**config.mk**
```make
export PLATFORM = sky130hd
export DESIGN_NAME = alu_8bit
export DESIGN_NICKNAME = d
export VERILOG_FILES = /design/src/rtl/alu_8bit_pkg.sv /design/src/rtl/alu_8bit_core.sv /design/src/rtl/alu_8bit.sv
export SDC_FILE = /design/constraint.sdc
export NUM_CORES = 1
export LEC_CHECK = 0
export CORE_MARGIN = 3
export CORE_UTILIZATION = 50
export CTS_CLUSTER_SIZE = 24
export DETAILED_ROUTE_END_ITERATION = 10
export GPL_TIMING_DRIVEN = 0
export HOLD_SLACK_MARGIN = 0.12
export PLACE_DENSITY = 0.83
export SYNTH_ARGS = -nofsm -noshare
export SYNTH_HDL_FRONTEND = slang
export SYNTH_HIERARCHICAL = 1
export SYNTH_SLANG_ARGS = --single-unit
```
**constraint.sdc**
```tcl
create_clock -name clk -period 0.8 [get_ports clk]
set_input_delay 0.16 -clock clk [delete_from_list [all_inputs] [get_ports clk]]
set_output_delay 0.16 -clock clk [all_outputs]
set_load 0.02 [all_outputs]
```
**src/rtl/alu_8bit_pkg.sv**
```systemverilog
// Shared opcode encoding and status-flag bundle for the 8-bit ALU.
// Imported by the combinational core and the registered top level.
package alu_8bit_pkg;

   typedef enum logic [3:0] {
      OP_ADD  = 4'b0000,
      OP_SUB  = 4'b0001,
      OP_MUL  = 4'b0010,
      OP_DIV  = 4'b0011,
      OP_SHL  = 4'b0100,
      OP_SHR  = 4'b0101,
      OP_ROL  = 4'b0110,
      OP_ROR  = 4'b0111,
      OP_AND  = 4'b1000,
      OP_OR   = 4'b1001,
      OP_XOR  = 4'b1010,
      OP_NOR  = 4'b1011,
      OP_NAND = 4'b1100,
      OP_XNOR = 4'b1101,
      OP_GT   = 4'b1110,
      OP_EQ   = 4'b1111
   } alu_op_t;

   typedef struct packed {
      logic carry;
      logic borrow;
      logic overflow;
      logic zero;
      logic negative;
   } alu_flags_t;

endpackage

```
**src/rtl/alu_8bit_core.sv**
```systemverilog
// Combinational datapath: result and status flags from A, B and opcode.
// No state; the top level registers everything produced here.
module alu_8bit_core
   import alu_8bit_pkg::*;
(
   input  logic [7:0] a,
   input  logic [7:0] b,
   input  logic [3:0] alu_sel,
   output logic [7:0] result,
   output alu_flags_t flags
);

   alu_op_t     op;
   logic [8:0]  sum;
   logic [7:0]  diff;
   logic [15:0] prod;

   assign op   = alu_op_t'(alu_sel);
   assign sum  = {1'b0, a} + {1'b0, b};
   assign diff = a - b;
   assign prod = 16'(a) * 16'(b);

   always_comb begin
      result         = 8'h00;
      flags.carry    = 1'b0;
      flags.borrow   = 1'b0;
      flags.overflow = 1'b0;
      unique case (op)
         OP_ADD: begin
            result         = sum[7:0];
            flags.carry    = sum[8];
            flags.overflow = (a[7] == b[7]) && (sum[7] != a[7]);
         end
         OP_SUB: begin
            result         = diff;
            flags.borrow   = (a < b);
            flags.overflow = (a[7] != b[7]) && (diff[7] != a[7]);
         end
         OP_MUL: begin
            result      = prod[7:0];
            flags.carry = |prod[15:8];
         end
         OP_DIV: begin
            // Divide-by-zero saturates and is reported via OVERFLOW
            if (b == 8'h00) begin
               result         = 8'hFF;
               flags.overflow = 1'b1;
            end else begin
               result = a / b;
            end
         end
         OP_SHL: begin
            result      = {a[6:0], 1'b0};
            flags.carry = a[7];
         end
         OP_SHR: begin
            result      = {1'b0, a[7:1]};
            flags.carry = a[0];
         end
         OP_ROL:  result = {a[6:0], a[7]};
         OP_ROR:  result = {a[0], a[7:1]};
         OP_AND:  result = a & b;
         OP_OR:   result = a | b;
         OP_XOR:  result = a ^ b;
         OP_NOR:  result = ~(a | b);
         OP_NAND: result = ~(a & b);
         OP_XNOR: result = ~(a ^ b);
         OP_GT:   result = {7'b0, (a > b)};
         OP_EQ:   result = {7'b0, (a == b)};
         default: result = 8'h00;
      endcase
      flags.zero     = (result == 8'h00);
      flags.negative = result[7];
   end

endmodule

```
**src/rtl/alu_8bit.sv**
```systemverilog
// Registered 8-bit ALU: captures one operation per in_valid edge,
// result and flags appear one cycle later with out_valid.
module alu_8bit
   import alu_8bit_pkg::*;
(
   input  logic       clk,
   input  logic       rst_n,
   input  logic [7:0] A,
   input  logic [7:0] B,
   input  logic [3:0] ALU_Sel,
   input  logic       in_valid,
   output logic [7:0] ALU_Out,
   output logic       CARRY,
   output logic       BORROW,
   output logic       OVERFLOW,
   output logic       ZERO,
   output logic       NEGATIVE,
   output logic       out_valid
);

   logic [7:0] core_result;
   alu_flags_t core_flags;

   logic [7:0] alu_out_d, alu_out_q;
   alu_flags_t flags_d, flags_q;
   logic       out_valid_d, out_valid_q;

   alu_8bit_core u_core (
      .a       (A),
      .b       (B),
      .alu_sel (ALU_Sel),
      .result  (core_result),
      .flags   (core_flags)
   );

   always_comb begin
      alu_out_d   = alu_out_q;
      flags_d     = flags_q;
      out_valid_d = 1'b0;
      if (in_valid) begin
         alu_out_d   = core_result;
         flags_d     = core_flags;
         out_valid_d = 1'b1;
      end
   end

   always_ff @(posedge clk or negedge rst_n) begin
      if (!rst_n) begin
         alu_out_q   <= 8'h00;
         flags_q     <= '0;
         out_valid_q <= 1'b0;
      end else begin
         alu_out_q   <= alu_out_d;
         flags_q     <= flags_d;
         out_valid_q <= out_valid_d;
      end
   end

   assign ALU_Out   = alu_out_q;
   assign CARRY     = flags_q.carry;
   assign BORROW    = flags_q.borrow;
   assign OVERFLOW  = flags_q.overflow;
   assign ZERO      = flags_q.zero;
   assign NEGATIVE  = flags_q.negative;
   assign out_valid = out_valid_q;

endmodule

```
Word-level counts from Yosys, hierarchy flattened
Index checks and enable logic that the tools add are counted.
{"block": "classes", "n_eq_ne": 20, "reduce_logical": 6, "mul": 1, "magnitude_cmp": 2, "muxes": 7, "add_sub_neg": 2, "div": 1, "bitwise_logic": 6}
{"operator": "8-bit case mux with 16 select lines", "n": 1}
{"operator": "4-bit equality test, second input constant", "n": 8}
{"operator": "8-bit inverter", "n": 3}
{"operator": "4-bit by 3-bit equality test with 1-bit output, second input constant", "n": 4}
{"operator": "8-bit zero test", "n": 2}
{"operator": "8-bit by 8-bit multiplier with 16-bit output", "n": 1}
{"operator": "8-bit by 8-bit adder with 9-bit output", "n": 1}
{"operator": "8-bit bitwise AND", "n": 1}
{"operator": "8-bit by 8-bit divider with 8-bit output", "n": 1}
{"operator": "4-bit by 2-bit equality test with 1-bit output, second input constant", "n": 2}
{"operator": "8-bit equality test", "n": 1}
{"operator": "8-bit > comparator", "n": 1}
{"operator": "8-bit less-than comparator", "n": 1}
{"operator": "8-bit 2-to-1 mux", "n": 1}
{"operator": "8-bit OR", "n": 1}
{"operator": "8-bit OR reduction", "n": 1}
{"operator": "8-bit subtractor", "n": 1}
{"operator": "8-bit XOR", "n": 1}
{"operator": "4-bit by 1-bit equality test with 1-bit output, second input constant", "n": 1}
{"operator": "4-bit zero test", "n": 1}
{"operator": "1-bit case mux with 4 select lines", "n": 1}
{"operator": "1-bit 2-to-1 mux", "n": 3}
{"operator": "1-bit inequality test", "n": 3}
{"operator": "1-bit case mux with 3 select lines", "n": 1}
{"operator": "other kinds (2)", "n": 3}
{"block": "totals", "elab_cells": 52, "regBits": 14, "inputBits": 23, "out_inout_bits": 14}

Depth between registers and ports, before layout
Gate-level depths: netlist of the first run.
{"block": "depth", "ltp_word": 4, "depth_mapped": 50, "mapped_depth_nobuf": 49}

By module
The synthesis of the first run kept the hierarchy.
{"mod": "alu_8bit_core", "area_each_um2": 5400.2, "seq_area_each_um2": 0.0, "instances": 1, "cells_per_inst": 723}
{"mod": "alu_8bit", "area_each_um2": 545.5, "seq_area_each_um2": 350.3, "instances": 1, "cells_per_inst": 28}

Worst setup path before layout of the first run
No wires, ideal clock.
{"block": "synth_timing", "path_type": "in2reg", "from": "in B[6]", "to": "reg flags_q, in the netlist ZERO", "setup_time_ps": 64, "path_buffers": 2, "arrival_ps": 10943, "required_time_ps": 736, "setup_slack_ps": -10207, "stages": 47, "path_cell_list": "nor4_1 -> nand2_1 -> nor2_1 -> a21oi_1 -> a21oi_1 -> ha_1 -> or4b_1 -> o311ai_2 -> a22oi_2 -> ha_1 -> a21oi_1 -> a211oi_2 -> a311oi_1 -> or2_2 -> ha_1 -> o21a_1 -> o311a_1 -> mux2_2 -> [11 not listed] -> a21o_1 -> ha_1 -> or2_2 -> a21oi_1 -> a21oi_1 -> a41oi_1 -> clkbuf_1 -> nand2_1 -> o221ai_1 -> ha_1 -> and3_1 -> a221oi_1 -> o22ai_1 -> nor4_1 -> nand3_1 -> or3_1 -> nor4_1 -> mux2_4"}
{"element": "start, declared", "line_no": "alu_8bit.sv:9", "source": "input logic [7:0] B,"}
{"element": "end signal, assigned", "line_no": "alu_8bit.sv:54", "source": "flags_q <= flags_d;"}
{"element": "end, declared", "line_no": "alu_8bit.sv:25", "source": "alu_flags_t flags_d, flags_q;"}

==> results of run 1 <==
[worst paths after layout]
check | start | end | slack (ps) | cells after the start
min in group clk | ALU_Out[5] | ALU_Out[5] | 530 | 1
max in group asynchronous | rst_n | out_valid | 440 | 1
setup reg to reg | ALU_Out[2] | ALU_Out[2] | -120 | 2
hold / removal | rst_n | ALU_Out[0] | -70 | 1
hold reg to reg | ALU_Out[5] | ALU_Out[5] | 530 | 1
setup / recovery | B[7] | ZERO | -9390 | 51
[worst max-delay path, delay by kind of cell]
kind / cells / cell delay (ps)
AND/OR/NAND/NOR: 13 / 2760
buffers and inverters: 5 / 690
AO/OA/AOI/OAI: 21 / 3760
multiplexers: 4 / 1130
XOR/XNOR: 1 / 80
adder cells (fa/ha/maj): 7 / 1770
[layout make-up]
| cell class | count | area, sq um | share of cell area |
|---|---|---|---|
| Multi-Input combinational cell | 627 | 6068 | 0.7213 |
| Timing Repair Buffer | 120 | 1134 | 0.1347 |
| Inverter | 82 | 400.4 | 0.04759 |
| Sequential cell | 14 | 350.3 | 0.04164 |
| Buffer | 27 | 206.4 | 0.02454 |
| Tap cell | 143 | 178.9 | 0.02127 |
| Clock buffer | 3 | 75.07 | 0.008923 |
[timing repair]
item | 4_1_cts | 5_1_grt
setup endpoints to repair | 27 | 41
gates resized for setup | 264 | 92
hold endpoints to repair | 0 | 14
pin swaps | 46 | 58
setup buffers | 51 | 35
[cell usage after synthesis (5+ instances only)]
cell,number,area [sq um]
a211oi_1,8,60.06
a21o_1,14,105.1
a21oi_1,39,195.2
a31oi_1,9,56.30
and3_1,8,50.05
buf_2,5,25.02
clkbuf_1,20,75.07
clkinv_1,8,30.03
dfrtp_1,14,350.3
fa_1,38,760.7
ha_1,99,1239
inv_1,74,277.8
mux2_2,10,112.6
mux2_4,13,195.2
mux2i_1,13,130.1
nand2_1,38,142.6
nand2b_1,12,75.07
nand3_1,9,45.04
nor2_1,88,330.3
nor2b_1,11,68.82
nor3_1,22,110.1
nor3b_1,7,52.55
nor4_1,10,62.56
o2111ai_1,5,43.79
o211ai_1,7,52.55
o21a_1,9,67.56
o21ai_0,37,185.2
o21bai_1,5,37.54
o221ai_1,5,43.79
or2_2,6,37.54
or3_1,8,50.05
xnor2_1,23,201.4
xor2_1,10,87.58
[sequential cells by signal, summed over array words and instances (netlist names)]
| name | cells |
|---|---|
| OVERFLOW | 1 |
| ALU_Out | 8 |
| CARRY | 1 |
| BORROW | 1 |
| NEGATIVE | 1 |
| out_valid | 1 |
| ZERO | 1 |
[metrics by stage]
stage	setup TNS, ps	total power, mW	hold WS (ps)
2_1_floorplan	-57700	7.444	-135.6
3_3_place_gp	-86420	9.176	489.9
5_1_grt	-65830	14.07	-13.11
3_5_place_dp	-88380	9.433	495.4
6_report	-63550	13.08	-66.69
4_1_cts	-62370	11.39	338.1
[power breakdown]
part,switching (mW),total [mW],internal [mW]
Sequential,0.0860,0.906,0.820
Clock,0.290,0.945,0.654
Combinational,5.81,11.2,5.42
[routing by layer]
| layer | part of all wire | global-route usage | vias up | wire (microns) |
|---|---|---|---|---|
| li1 | - | - | 2926 | - |
| met1 | 0.39 | 0.3873 | 3091 | 8524 |
| met2 | 0.47 | 0.5108 | 394 | 10310 |
| met3 | 0.086 | 0.05579 | 100 | 1869 |
| met4 | 0.048 | 0.1228 | 0 | 1039 |
| met5 | 0 | 0 | - | 0 |
[cell families (layout without fill, tap and decap cells)]
family / after synthesis / after routing / synth area share
XOR/XNOR: 33 / 33 / 0.04861
AO/OA/AOI/OAI: 180 / 180 / 0.2062
AND/OR/NAND/NOR: 241 / 241 / 0.2039
buffers and inverters: 110 / 232 / 0.07239
flip-flops: 14 / 14 / 0.05892
adder cells (fa/ha/maj): 137 / 137 / 0.3363
multiplexers: 36 / 36 / 0.07365
[cell usage in the layout, fill, tap and decap left out, types with 7 or more instances in the layout]
cell type	n
nor2b_1	10
a21o_1	14
a21oi_2	14
fa_1	36
nor3b_1	7
o211ai_1	7
clkbuf_1	9
ha_4	26
mux2_4	18
nor2_4	7
ha_1	68
o21ai_0	27
a31oi_1	9
nor2_2	11
nor2_1	70
nand2b_1	11
inv_1	62
xnor2_1	22
buf_6	31
o21a_1	8
mux2i_1	10
a21oi_1	24
dfrtp_1	14
buf_8	8
nor3_1	15
buf_4	72
nand2_1	32
xor2_1	10
nand3_1	9
==> out/metrics.csv, run 1 <==
metric;value;unit
status;finished, violations left;
violations;negative hold slack, negative setup slack;
dp_cells;930;
start_kind;primary input;
finalWorstSetupSlack;-9395;ps
wl;21.75;mm
syn_area;0.005946;sq mm
ys.flop_type;dfrtp_1;
max_cap_violations;0;
die_h;115.0;microns
synth.distinct_cells;73;
n_antenna_cell;0;
cts_tree;built;
fp.coreArea;0.01152;sq mm
irDropWorstVdd;0.002327;V
grt_pass1_vias;6336;
place_area;0.006983;sq mm
whs;-66.69;ps
final_layout_size_suffix_gt1_frac;0.3608;
maxSlewHeadroom;0.5474;
yosysSeqAreaShare;0.05892;
hold_violations;14;
cp.required;990;ps
fmax;98.09;MHz
ys_ff_latch;14;
crit_top_cell;a21oi_2;
start_util;0.5163;
die_w;115.0;microns
gp_congestion;1.080;
yosys_warnings;6;
worstSkewPairLatency;240;ps
critPathSlowestCell;or4b_4;
grt_pass1_wl;32.20;mm
slowest_delay;500;ps
h-tree-depth;1;
drcViolationCount;0;
syn_area_per_cell;7.917;sq um
setup_viol;27;
arrival;10380;ps
drt-initial-drc-count;754;
min_path_type;primary input to asynchronous set/reset pin;
firstDrtPassIters;5;
pin_count;37;
dieArea;0.01324;sq mm
wl_per_cell;21.40;microns
path_clk_slew;50;ps
async_reset_ff_frac;1.000;
grt_max_degree;16;
dp_slack;-11150;ps
syn_nets;911;
rsz0062_at_grt;yes;
antenna_found_initial;0;
overflow;0;
p_leak;3.730;nW
crit_path_end_kind;flop;
nets;1035;
rows;39;
path_class;primary input to flop;
clkSinkCount;14;
period_share;12.74;
report.final.slew_viol_count;0;
period_needed;10190;ps
synth_cells;751;
final_area;0.008413;sq mm
utilization;0.7306;
cts_buffer_depth;2;
port_buffers;36;
clock_skew;0;ps
fillers;831;
tightestPinTransition;677.5;ps
cts_hold_buffers;0;
vias_per_cell;6.408;
cts-root-buf;clkbuf_16;
hpwl;14.32;mm
powerDensity;1555;mW/mm^2
layout.cells.non_filler;1016;
synth_enable_flop_cells;0;
ant_nets;0;
areaGrowthSynthToFinish;41.50;%
groute.usage.overall;0.3048;
via_count;6511;
cp_max_fo;6;
cts_buffers;3;
No activity file was read; power rests on OpenSTA's default activity.
==> run 2: changes to the inputs <==
--- a/config.mk
+++ b/config.mk
@@ -5,13 +5,14 @@
 export SDC_FILE = /design/constraint.sdc
 export NUM_CORES = 1
 export LEC_CHECK = 0
+export ABC_AREA = 0
 export CORE_MARGIN = 3
-export CORE_UTILIZATION = 50
+export CORE_UTILIZATION = 35
 export CTS_CLUSTER_SIZE = 24
 export DETAILED_ROUTE_END_ITERATION = 10
 export GPL_TIMING_DRIVEN = 0
 export HOLD_SLACK_MARGIN = 0.12
-export PLACE_DENSITY = 0.83
+export PLACE_DENSITY = 0.63
 export SYNTH_ARGS = -nofsm -noshare
 export SYNTH_HDL_FRONTEND = slang
 export SYNTH_HIERARCHICAL = 1
==> constraint.sdc (replaced) <==
create_clock -name clk -period 11.57 [get_ports clk]
set_input_delay 2.314 -clock clk [delete_from_list [all_inputs] [get_ports clk]]
set_output_delay 2.314 -clock clk [all_outputs]
set_load 0.02 [all_outputs]
==> out/metrics.csv, run 2 (same netlist as run 1, synthesis figures left out) <==
metric;value;unit;change
crit_top_cell;ha_4;;
irDropWorstVdd;0.0001492;V;-94%
cp.required;11750;ps;+10760 ps
dp_slack;-2765;ps;+8383 ps
utilization;0.4428;;-0.2877
areaGrowthSynthToFinish;23.51;%;
pin_count;37;;unchanged
cts-root-buf;clkbuf_16;;
p_leak;3.296;nW;-12%
violations;negative setup slack;;
powerDensity;97.97;mW/mm^2;-94%
whs;508.0;ps;+574.7 ps
drt-initial-drc-count;593;;-21%
grt_pass1_vias;5519;;-13%
status;finished, violations left;;
path_class;primary input to flop;;
overflow;0;;unchanged
report.final.slew_viol_count;0;;unchanged
dieArea;0.01859;sq mm;+40%
slowest_delay;500;ps;about the same
clock_skew;0;ps;unchanged
vias_per_cell;5.627;;-12%
cts_buffer_depth;2;;unchanged
fillers;1698;;+100%
gp_congestion;0.9792;;-9.3%
nets;989;;-4.4%
die_w;136.3;microns;+19%
grt_max_degree;16;;unchanged
min_path_type;flop to flop;;
start_kind;primary input;;
fmax;80.63;MHz;
antenna_found_initial;0;;unchanged
crit_path_end_kind;flop;;
port_buffers;36;;unchanged
path_clk_slew;40;ps;about the same
period_share;1.072;;
groute.usage.overall;0.2028;;-0.1020
period_needed;12400;ps;
max_cap_violations;0;;unchanged
clkSinkCount;14;;unchanged
fp.coreArea;0.01658;sq mm;+44%
hpwl;14.64;mm;+2.2%
critPathSlowestCell;or4b_4;;
arrival;12580;ps;+2200 ps
cp_max_fo;6;;unchanged
via_count;5891;;-9.5%
largest_reg_flops;8;;unchanged
final_layout_size_suffix_gt1_frac;0.1729;;-0.1879
h-tree-depth;1;;unchanged
drcViolationCount;0;;unchanged
ant_nets;0;;unchanged
rsz0062_at_grt;yes;;
finalWorstSetupSlack;-831.7;ps;+8563 ps
cts_buffers;3;;unchanged
layout.cells.most_common_list;86 x nor2_1, 86 x ha_1, 72 x inv_1;;
cts_tree;built;;
firstDrtPassIters;5;;unchanged
worstSkewPairLatency;240;ps;about the same
start_util;0.3585;;-0.1578
wl;19.28;mm;-11%
hold_violations;0;;-14
setup_viol;2;;-93%
rows;47;;+21%
n_antenna_cell;0;;unchanged
die_h;136.3;microns;+19%
wl_per_cell;18.41;microns;-14%
cts_hold_buffers;0;;unchanged
tightestPinTransition;860.4;ps;+183.0 ps
grt_pass1_wl;30.10;mm;-6.5%
maxSlewHeadroom;0.4186;;-0.1289
run 2: cell types whose count changed in the layout (fill, tap and decap cells not counted), moves of 9 or more:
| cell | previous run | this run |
|---|---|---|
| buf_6 | 31 | 2 |
| clkbuf_1 | 9 | 18 |
| nor2_2 | 11 | 2 |
| ha_1 | 68 | 86 |
| inv_1 | 62 | 72 |
| ha_4 | 26 | 11 |
| buf_4 | 72 | 38 |
| nor2_1 | 70 | 86 |
| clkdlybuf4s50_1 | 5 | 26 |
run 2: through the flow:
stage                     area, sq um  instances  TNS [ps]  power [mW]
after floorplan                  6117        751    -308.6      0.4721
after global placement           6753       1007     -5854      0.6000
after detailed placement         6753       1007     -6160      0.6077
after CTS                        7030       1029     -1356      0.6879
after global routing             7343       1047     -2335      0.7867
final                            7343       1047     -1413      0.7194
run 2: layout make-up:
| type | instances | area [sq um] | area share |
|---|---|---|---|
| multi-input combinational | 627 | 5528 | 0.7528 |
| buffer | 28 | 143.9 | 0.01959 |
| timing repair buffer | 73 | 655.6 | 0.08928 |
| inverter | 82 | 315.3 | 0.04294 |
| tap | 220 | 275.3 | 0.03749 |
| sequential | 14 | 350.3 | 0.04771 |
| clock buffer | 3 | 75.07 | 0.01022 |
run 2: timing repair:
| action | 4_1_cts | 5_1_grt |
|---|---|---|
| buffers inserted | 19 | 18 |
| pin swaps | 10 | 34 |
| gates resized for setup | 51 | 40 |
| setup endpoints to repair | 3 | 2 |
| endpoints found under the hold margin | 0 | 0 |
run 2: critical path: cells and delay by family:
kind,cells,cell delay [ps]
adders and majority gates,7,1770
muxes,4,1150
buffers and inverters,4,580
and+or+nand+nor,13,2900
AOI/OAI and AO/OA,21,3850
run 2: power breakdown:
group / leakage, nW / switching (mW) / internal [mW]
clock network: 0.0370 / 0.0197 / 0.0452
registers: 0.178 / 0.00421 / 0.0566
logic: 3.08 / 0.330 / 0.264
total: 3.30 / 0.354 / 0.366
run 2: layer usage:
layer  vias up  global-route usage  routed length [microns]
met5         -                   0                        0
met3        34             0.02258                     1161
li1       2828                   -                        -
met2       218              0.3220                     8902
met4         0             0.05711                      519
met1      2811              0.2908                     8692
run 2: path summary, 6_finish.rpt:
path | cells after the start | slack (ps) | endpoint | startpoint
max | 49 | -830 | ZERO | B[7]
min | 1 | 510 | ALU_Out[0] | ALU_Out[0]
max reg2reg | 1 | 10780 | ALU_Out[1] | ALU_Out[1]
min reg2reg | 1 | 510 | ALU_Out[0] | ALU_Out[0]
max in group asynchronous | 1 | 8670 | out_valid | rst_n
min in group asynchronous | 1 | 2480 | ALU_Out[6] | rst_n
==> run 3: changes to the inputs <==
--- a/config.mk
+++ b/config.mk
@@ -7,12 +7,12 @@
 export LEC_CHECK = 0
 export ABC_AREA = 0
 export CORE_MARGIN = 3
-export CORE_UTILIZATION = 35
+export CORE_UTILIZATION = 45
 export CTS_CLUSTER_SIZE = 24
 export DETAILED_ROUTE_END_ITERATION = 10
 export GPL_TIMING_DRIVEN = 0
 export HOLD_SLACK_MARGIN = 0.12
-export PLACE_DENSITY = 0.63
+export PLACE_DENSITY = 0.74
 export SYNTH_ARGS = -nofsm -noshare
 export SYNTH_HDL_FRONTEND = slang
 export SYNTH_HIERARCHICAL = 1
==> constraint.sdc (replaced) <==
create_clock -name clk -period 11.45 [get_ports clk]
set_input_delay 2.29 -clock clk [delete_from_list [all_inputs] [get_ports clk]]
set_output_delay 2.29 -clock clk [all_outputs]
set_load 0.02 [all_outputs]
==> out/metrics.csv, run 3 (same netlist as run 1, synthesis figures left out) <==
metric;value;unit;change
hold_start;NEGATIVE;;
arrival;12510;ps;-70 ps
cts_buffer_depth;2;;unchanged
report.final.slew_viol_count;0;;unchanged
tightestPinTransition;956.6;ps;+96.17 ps
clock_skew;0;ps;unchanged
areaGrowthSynthToFinish;24.45;%;
rsz0062_at_grt;yes;;
die_w;120.9;microns;-11%
crit_top_cell;ha_4;;
cts-root-buf;clkbuf_16;;
final_area;0.007400;sq mm;+0.77%
firstDrtPassIters;5;;unchanged
wl_per_cell;20.18;microns;+9.6%
setup_viol;2;;unchanged
wl;20.39;mm;+5.8%
power.total;0.7361;mW;+2.3%
via_count;6098;;+3.5%
irDropWorstVdd;0.00007430;V;-50%
min_path_type;flop to flop;;
port_buffers;36;;unchanged
violations;negative setup slack;;
cts_tree;built;;
start_util;0.4655;;+0.1069
cts_buffers;3;;unchanged
r2r-start;OVERFLOW;;
fmax;81.09;MHz;
cp_max_fo;7;;+1
r2r_end;OVERFLOW;;
gp_congestion;1.022;;+4.4%
fillers;1165;;-31%
status;finished, violations left;;
vias_per_cell;6.038;;+7.3%
dieArea;0.01463;sq mm;-21%
hpwl;14.93;mm;+2.0%
worstSkewPairLatency;240;ps;about the same
layout.cells.most_common_list;87 x ha_1, 85 x nor2_1, 72 x inv_1;;
reg2reg_depth;1;;unchanged
period_needed;12330;ps;
largest_reg_flops;8;;unchanged
nets;1000;;+1.1%
hold_end;NEGATIVE;;
grt_pass1_wl;31.07;mm;+3.2%
utilization;0.5793;;+0.1365
critPathSlowestCell;or4b_4;;
powerDensity;99.48;mW/mm^2;+1.5%
place_area;0.006710;sq mm;-0.63%
hold_violations;0;;unchanged
layout_commonest_cell;ha_1;;
crit_family;compound AO/OA/AOI/OAI gates;;
finalWorstSetupSlack;-882.5;ps;-50.82 ps
drt-initial-drc-count;738;;+24%
antenna_found_initial;0;;unchanged
r2r_setup_slack;10680;ps;-100 ps
path_clk_slew;40;ps;about the same
rows;41;;-13%
h-tree-depth;1;;unchanged
cts_hold_buffers;0;;unchanged
path_buf_inv;5;;+1
grt_max_degree;16;;unchanged
final_layout_size_suffix_gt1_frac;0.1885;;+0.01563
cp.required;11630;ps;-120 ps
grt_pass1_vias;5705;;+3.4%
overflow;0;;unchanged
crit_path_end_kind;flop;;
path_class;primary input to flop;;
fp.coreArea;0.01277;sq mm;-23%
hold-path-cell-count;1;;unchanged
slowest_delay;510;ps;about the same
die_h;120.9;microns;-11%
pin_count;37;;unchanged
clkSinkCount;14;;unchanged
drcViolationCount;0;;unchanged
start_kind;primary input;;
max_cap_violations;0;;unchanged
maxSlewHeadroom;0.3536;;-0.06499
n_antenna_cell;0;;unchanged
ant_nets;0;;unchanged
p_leak;3.358;nW;+1.9%
groute.usage.overall;0.2688;;+0.06606
period_share;1.077;;
## run 3: cell types whose count changed in the layout (fill, tap and decap cells not counted), moves of 2 or more
cell	before	now
nand2_2	1	3
nor2_4	0	2
buf_4	38	50
nand2_1	37	35
buf_2	7	5
o21ai_0	35	33
## run 3: how the worst max path moves through the flow
stage	slack [ps]	to	depth (start not counted)	from
2_1_floorplan	-320	ZERO	49	B[5]
3_5_place_dp	-2570	ZERO	48	B[0]
5_1_grt	-1300	ZERO	52	B[5]
3_3_place_gp	-2400	ZERO	48	B[0]
6_report	-880	ZERO	50	B[5]
4_1_cts	-800	ZERO	51	B[6]
## run 3: stage by stage
stage                     hold slack, ps  setup TNS (ps)  std cells  worst slack (ps)
final                              501.5           -1550       1010            -882.5
after CTS                          505.3           -1573        991            -800.3
after global routing               527.5           -2367       1010             -1296
after detailed placement           493.3           -5664        959             -2571
after global placement             493.9           -5142        959             -2398
after floorplan                    635.9          -316.6        751            -316.2
## run 3: final cells by class
cell class                 count  area (sq um)  area share
buffer                        28         145.1     0.01961
clock buffer                   3         75.07     0.01015
inverter                      82         315.3     0.04261
multi-input combinational    627          5567      0.7523
sequential                    14         350.3     0.04735
tap                          172         215.2     0.02908
timing repair buffer          84         732.0     0.09892
## run 3: layer usage
metal,up-vias,share of wire,track usage
li1,2852,-,-
met1,2928,0.44,0.3738
met2,271,0.46,0.4397
met3,47,0.071,0.03403
met4,0,0.031,0.07224
met5,-,0,0
## run 3: power by group
part	leakage, nW	switching [mW]	internal [mW]
sequential	0.178	0.00437	0.0573
clock	0.0370	0.0190	0.0456
combinational	3.14	0.338	0.272
## run 3: repair_timing
action / CTS / global route
endpoints found under the setup margin: 3 / 2
endpoints found under the hold margin: 0 / 0
setup buffers: 29 / 21
pin swaps: 10 / 24
gates cloned: 0 / 0
resized for setup: 47 / 52
